==> src/rtl/sign_narrow_packer.sv <==
// ============================================================================
// Module      : sign_narrow_packer
// Description : Narrows signed 32-bit words to 16 bits and packs two halves
//               per output word {second, first}. Out-of-range inputs are
//               flagged and counted. A held unpaired half can be flushed
//               out as {16'h0000, half}.
//               Optional build macro SIGN_NARROW_SATURATE_EN: when defined,
//               out-of-range inputs saturate to 16'h7FFF/16'h8000; when not
//               defined they are truncated to data_i[15:0].
// Revision    : 1.0 - initial release
// ============================================================================
`default_nettype none

module sign_narrow_packer #(
   parameter int CNT_W = 8
) (
   input  logic             clk_i,
   input  logic             rst_i,
   input  logic [31:0]      data_i,
   input  logic             valid_i,
   output logic             ready_o,
   input  logic             flush_i,
   output logic [31:0]      data_o,
   output logic             valid_o,
   input  logic             ready_i,
   output logic             ovf_o,
   output logic [CNT_W-1:0] ovf_cnt_o
);

   typedef enum logic [0:0] {
      EMPTY = 1'b0,
      HALF  = 1'b1
   } state_t;

   state_t      state_q;
   state_t      state_d;
   logic [15:0] held_q;
   logic        held_ovf_q;

   logic        accept;
   logic        in_range;
   logic        in_ovf;
   logic [15:0] narrowed;
   logic        pair_done;
   logic        flush_go;

   // Handshake and range classification of the incoming word
   always_comb begin
      ready_o   = !valid_o || ready_i;
      accept    = valid_i && ready_o;
      // In range when the top 17 bits are all copies of the sign bit
      in_range  = (&data_i[31:15]) || (~|data_i[31:15]);
      in_ovf    = !in_range;
      pair_done = accept && (state_q == HALF);
      flush_go  = (state_q == HALF) && flush_i && ready_o && !accept;
   end

   // Map the input to its 16-bit half
   always_comb begin
      narrowed = data_i[15:0];
`ifdef SIGN_NARROW_SATURATE_EN
      if (!in_range) begin
         narrowed = data_i[31] ? 16'h8000 : 16'h7FFF;
      end
`endif
   end

   // Next-state logic: a half is held between the first accept and pairing/flush
   always_comb begin
      state_d = state_q;
      case (state_q)
         EMPTY: if (accept) state_d = HALF;
         HALF:  if (pair_done || flush_go) state_d = EMPTY;
         default: state_d = EMPTY;
      endcase
   end

   // State register
   always_ff @(posedge clk_i) begin
      if (rst_i) state_q <= EMPTY;
      else       state_q <= state_d;
   end

   // Held half capture on the first accept of a pair
   always_ff @(posedge clk_i) begin
      if (rst_i) begin
         held_q     <= 16'h0000;
         held_ovf_q <= 1'b0;
      end else if (accept && (state_q == EMPTY)) begin
         held_q     <= narrowed;
         held_ovf_q <= in_ovf;
      end
   end

   // Output word register: load on pair or flush, drop valid once consumed
   always_ff @(posedge clk_i) begin
      if (rst_i) begin
         data_o  <= 32'h0;
         ovf_o   <= 1'b0;
         valid_o <= 1'b0;
      end else if (pair_done) begin
         data_o  <= {narrowed, held_q};
         ovf_o   <= held_ovf_q || in_ovf;
         valid_o <= 1'b1;
      end else if (flush_go) begin
         data_o  <= {16'h0000, held_q};
         ovf_o   <= held_ovf_q;
         valid_o <= 1'b1;
      end else if (valid_o && ready_i) begin
         valid_o <= 1'b0;
      end
   end

   // Saturating count of accepted out-of-range inputs
   always_ff @(posedge clk_i) begin
      if (rst_i) begin
         ovf_cnt_o <= '0;
      end else if (accept && in_ovf && !(&ovf_cnt_o)) begin
         ovf_cnt_o <= ovf_cnt_o + 1'b1;
      end
   end

endmodule

`default_nettype wire

==> config.mk <==
export PLATFORM = sky130hd
export DESIGN_NAME = sign_narrow_packer
export DESIGN_NICKNAME = d
export VERILOG_FILES = /design/src/rtl/sign_narrow_packer.sv
export SDC_FILE = /design/constraint.sdc
export NUM_CORES = 1
export LEC_CHECK = 0
export CORE_MARGIN = 2
export CORE_UTILIZATION = 44
export CTS_CLUSTER_SIZE = 40
export DETAILED_ROUTE_END_ITERATION = 10
export PLACE_DENSITY_LB_ADDON = 0.3
export SLEW_MARGIN = 30
export SYNTH_ARGS = -nofsm -noshare
export SYNTH_HDL_FRONTEND = slang
export SYNTH_SLANG_ARGS = --single-unit
==> constraint.sdc <==
create_clock -name clk_i -period 2.3 [get_ports clk_i]
set_input_delay 0.46 -clock clk_i [delete_from_list [all_inputs] [get_ports clk_i]]
set_output_delay 0.46 -clock clk_i [all_outputs]
set_load 0.005 [all_outputs]
# == Word level (Yosys, flattened, before mapping) ==
# Index checks and enable logic that the tools add are counted.
# totals
regBits,60
in_bits,37
output_inout_bits,43
word_cells,42
# classes
n_addsub,1
n_mux,10
bitwise_logic,1
reduce_logical,23
# op_table
operator,count
$mux 32,2
$reduce_and 17->1,1
$reduce_or 17->1,1
$logic_and 1x1->1,9
$add 8x1->8 const B,1
$reduce_and 8->1,1
$mux 1,7
$logic_not 1->1,5
$logic_or 1x1->1,4
$reduce_bool 3->1,1
$pmux 1 s2,1
$reduce_bool 2->1,1
$not 1->1,1

# == Longest topological paths before layout ==
# Gate-level depths: netlist of run 1.
# logic_depth
ltp_word,8
depth_mapped,7
depth_no_buf,7

# == Least setup slack after synthesis of run 1 ==
# Ideal clock, no wire load.
# synth_timing
path_type,in2reg
startpoint,input data_i[23]
endpoint,register ovf_cnt_o[2]
setup_time_ps,121
arrival_ps,1746
required_time_ps,2179
slack_ps,432
stages,6
n_path_buf,0
path_cell_list,nor4_2 > nand4_1 > or4_4 > and2_4 > nand3_2 > mux2_4
# synth_between
elab_chain_cells,6
word_cells_on_any_way,7
# synth_lines
item,line_no,text
from (decl),19,"input logic [31:0] data_i,"
$reduce_or 17->1,52,in_range = (&data_i[31:15]) || (~|data_i[31:15]);
$logic_not 1->1,52,
$logic_or 1x1->1 *,52,
$logic_not 1->1 *,53,in_ovf = !in_range;
$logic_and 1x1->1 * (2 in a row),118,end else if (accept && in_ovf && !(&ovf_cnt_o)) begin
to (signal assigned),119,ovf_cnt_o <= ovf_cnt_o + 1'b1;
to (decl),27,output logic [CNT_W-1:0] ovf_cnt_o
# Every way passes the cells marked *; elsewhere a longest branch is shown, timed or not.
# A chain may end at the register's enable or synchronous reset.

# == Final worst setup path of run 1 ==
# Same ends and word-level chain as after synthesis.

==> impl_metrics.py, run 1 <==
metrics = {
    "run_status": {
        "status": "finished, final reports clean",
    },
    "timing": {
        "finalSetupTns_ns": 0,
        "fin_ws_ns": 0.225,
        "fin_crit_ns": 2.07,
        "worst_pin_slew_ns": 0.347,
        "hold_viol_final": 0,
        "period_share": 0.902,
        "fin_skew_ns": 0.00838,
        "rsz0062_at_grt": "no",
        "setup_viol": 0,
        "relSlewSlack": 0.769,
        "fmaxAchievable_mhz": 482,
        "final_max_slew_viol_count": 0,
    },
    "detailed_routing": {
        "top_layer_used": "met4",
        "first_pass_iters": 4,
        "num_vias": 2144,
        "drt_iter0_drc": 144,
        "drc": 0,
        "viasPerCell": 5.01,
        "postRouteAntennaNets": 0,
        "routed-wl-met2_mm": 2.68,
        "wirelength_mm": 5.36,
        "wl_met1_mm": 2.34,
        "wl_met3_um": 303,
        "wire_per_inst_um": 12.5,
    },
    "worst_hold_path": {
        "hold_path_startpoint": "held_q[7]",
        "min_to": "data_o[7]",
        "hold_class": "flop to flop",
        "worstHoldPathCells": 2,
    },
    "logic_synthesis": {
        "synth_area_leaders": "dfxtp_1 53%, nand2_1 12%, a21oi_1 8.6%",
        "syn_area_um2": 2280,
        "syn_area_per_cell_um2": 8.32,
        "synth_cell_types": 30,
        "yosysWarnings": 0,
        "synthArstFlopShare": 0,
        "syn_inst": 274,
        "yosys_most_used_dff": "dfxtp_1",
        "ys_ff_latch": 60,
        "syn_nets": 312,
        "synth_top_area_cell": "dfxtp_1",
        "synth_edf_count": 0,
        "post-synth-top-area-fraction": 0.527,
        "ys_seq_area_frac": 0.527,
    },
    "power_and_ir_drop": {
        "power.share.switching": 0.229,
        "ir_drop_mv": 0.381,
        "powerDensity_nw_per_um2": 684,
        "leakage_nw": 1.19,
        "seqPwrFrac": 0.487,
        "pwr-share-clk": 0.386,
        "power_switching_uw": 523,
        "combPwrFrac": 0.127,
        "p_int_mw": 1.76,
    },
    "place": {
        "post_dp_cell_area_um2": 3160,
        "portBuffers": 79,
        "placed_cells": 413,
        "dpl.hpwl_mm": 3.72,
        "pre_cts_slack_ns": -0.0961,
        "routabilityCongestion": 0.745,
    },
    "worst_setup_path": {
        "arrival_ns": 2.28,
        "r2r_setup_slack_ns": 0.56,
        "r2r_start": "ovf_cnt_o[0]",
        "cp_max_fo": 3,
        "critPathSlowestCell": "clkdlybuf4s50_1",
        "cp.required_ns": 2.50,
        "r2r_end": "ovf_cnt_o[5]",
        "crit_buf_inv": 1,
        "reg2regPathDepth": 7,
        "cp-start-kind": "input pin",
        "crit_chain": "clkdlybuf4s50_1 > nor4_2 > nand4_1 > or4_4 > and2_4 > nand3_2 > mux2_4",
        "end_kind": "flop",
        "slowest_delay_ns": 0.45,
        "critical_path_class": "input pin to flop",
        "critPathTopFamily": "simple AND/OR/NAND/NOR gates",
    },
    "clocking": {
        "cts_max_level": 3,
        "cts.reportedPaths.clkPinSlew_ns": 0.06,
        "cts_made_buffers": 9,
        "post-cts-setup-buffer-count": 0,
        "cts-root-buf": "clkbuf_8",
        "cts_tree": "built",
        "post_cts_resized": 0,
        "holdBufCountCts": 0,
        "insertion_delay_ns": 0.32,
        "cts_sinks": 60,
        "clk_path_buf_depth": 2,
    },
    "die": {
        "dieArea_um2": 5780,
        "start_util": 0.452,
        "row_count": 26,
        "die_w_um": 76,
        "num_io_pins": 80,
        "die_h_um": 76,
        "core-area_um2": 5040,
    },
    "job": {
        "max_cap_viol_count": 0,
    },
    "final_layout": {
        "final_area_um2": 3340,
        "finalNonFillerCells": 428,
        "nets": 392,
        "area_growth_syn_to_layout_pct": 46.4,
        "diodes": 0,
        "drive_gt1_frac": 0.0922,
    },
    "grt": {
        "grt_overflow": 0,
        "antenna_found_initial": 0,
        "grt.total_usage": 0.191,
        "grt_max_degree": 35,
        "grt_pass1_vias": 1900,
        "grt_pass1_wl_mm": 8.87,
    },
}
-- cell usage after synthesis, types with 3 or more instances --
cell type / count
a21oi_1: 39
a22oi_1: 16
clkbuf_1: 14
o21ai_1: 4
nand2_1: 74
nand4_1: 7
nand3_1: 4
nor2_1: 24
buf_2: 3
or3_1: 4
dfxtp_1: 60
nor4_2: 3
-- power groups by stage --
stage / clock, mW / combinational [mW] / sequential [mW]
6_report: 0.882 / 0.289 / 1.11
5_1_grt: 0.960 / 0.318 / 1.12
2_1_floorplan: 0 / 0.127 / 1.13
3_5_place_dp: 0 / 0.291 / 1.14
4_1_cts: 0.906 / 0.292 / 1.11
3_3_place_gp: 0 / 0.285 / 1.13
-- cell families (layout without fill, tap and decap cells) --
| family | Yosys count | in the layout | share of synthesized area |
|---|---|---|---|
| adder cells (fa/ha/maj) | 1 | 1 | 0.00548 |
| flip-flops | 60 | 60 | 0.527 |
| XOR/XNOR | 2 | 2 | 0.00768 |
| AO/OA/AOI/OAI | 61 | 61 | 0.152 |
| multiplexers | 2 | 2 | 0.0110 |
| AND/OR/NAND/NOR | 130 | 130 | 0.266 |
| buffers and inverters | 18 | 102 | 0.0313 |
-- worst register-to-register path: cells and delay by family, from the launching register on --
family                   cells  cell delay, ns
AO/OA/AOI/OAI                1            0.14
flip-flops                   1            0.36
AND/OR/NAND/NOR              5            0.91
adder cells (fa/ha/maj)      1            0.27
-- layout make-up --
cell class	count	area [µm²]
Multi-Input combinational cell	196	1010
Clock inverter	2	35.0
Timing Repair Buffer	87	858
Clock buffer	13	149
Tap cell	70	87.6
Fill cell	442	1700
Sequential cell	60	1200
-- worst max path at each step --
| stage | startpoint | end | slack (ns) | depth (start not counted) |
|---|---|---|---|---|
| 2_1_floorplan | data_i[23] | ovf_cnt_o[2] | 0.43 | 6 |
| 3_3_place_gp | data_i[19] | ovf_cnt_o[2] | -0.08 | 7 |
| 3_5_place_dp | data_i[19] | ovf_cnt_o[2] | -0.1 | 7 |
| 4_1_cts | data_i[19] | ovf_cnt_o[2] | 0.25 | 7 |
| 5_1_grt | data_i[23] | ovf_cnt_o[2] | 0.15 | 7 |
| 6_report | data_i[23] | ovf_cnt_o[2] | 0.23 | 7 |
-- layout by cell type, fill, tap and decap left out, types with 2 or more instances in the layout --
cell type	count
a21oi_1	39
a22oi_1	16
buf_4	7
clkbuf_1	3
clkbuf_8	10
clkdlybuf4s50_1	78
dfxtp_1	60
nand2_1	74
nand3_1	4
nand3_2	2
nand4_1	7
nor2_1	24
nor2b_1	2
nor4_2	3
o21ai_1	4
or2_2	2
or3_1	4
xor2_1	2
-- state kept, by name, summed over array words and instances, names as in the netlist --
name and flops:
state_q 1, held_q 16, ovf_cnt_o 8, valid_o 1
ovf_o 1, held_ovf_q 1, data_o 32
-- per-stage QoR --
stage | total power, mW | hold WS, ns | util
after floorplan | 1.26 | 0.432 | -
after global placement | 1.42 | 0.440 | 0.626
after detailed placement | 1.43 | 0.443 | 0.626
after CTS | 2.31 | 0.452 | 0.662
after global routing | 2.40 | 0.470 | 0.662
final | 2.29 | 0.451 | 0.662
-- routing by layer --
metal / vias to the layer above / track usage
li1: 1093 / -
met1: 987 / 0.236
met2: 60 / 0.298
met3: 4 / 0.0782
met4: 0 / 0.0727
met5: - / 0
No activity file was read; power rests on OpenSTA's default activity.
==> run 2, diff against run 1 <==
Settings changed: SLEW_MARGIN 30 to not set, TNS_END_PERCENT set to 30.
==> results of run 2 <==
Final layout, timing and power as in run 1 (identical DEF).
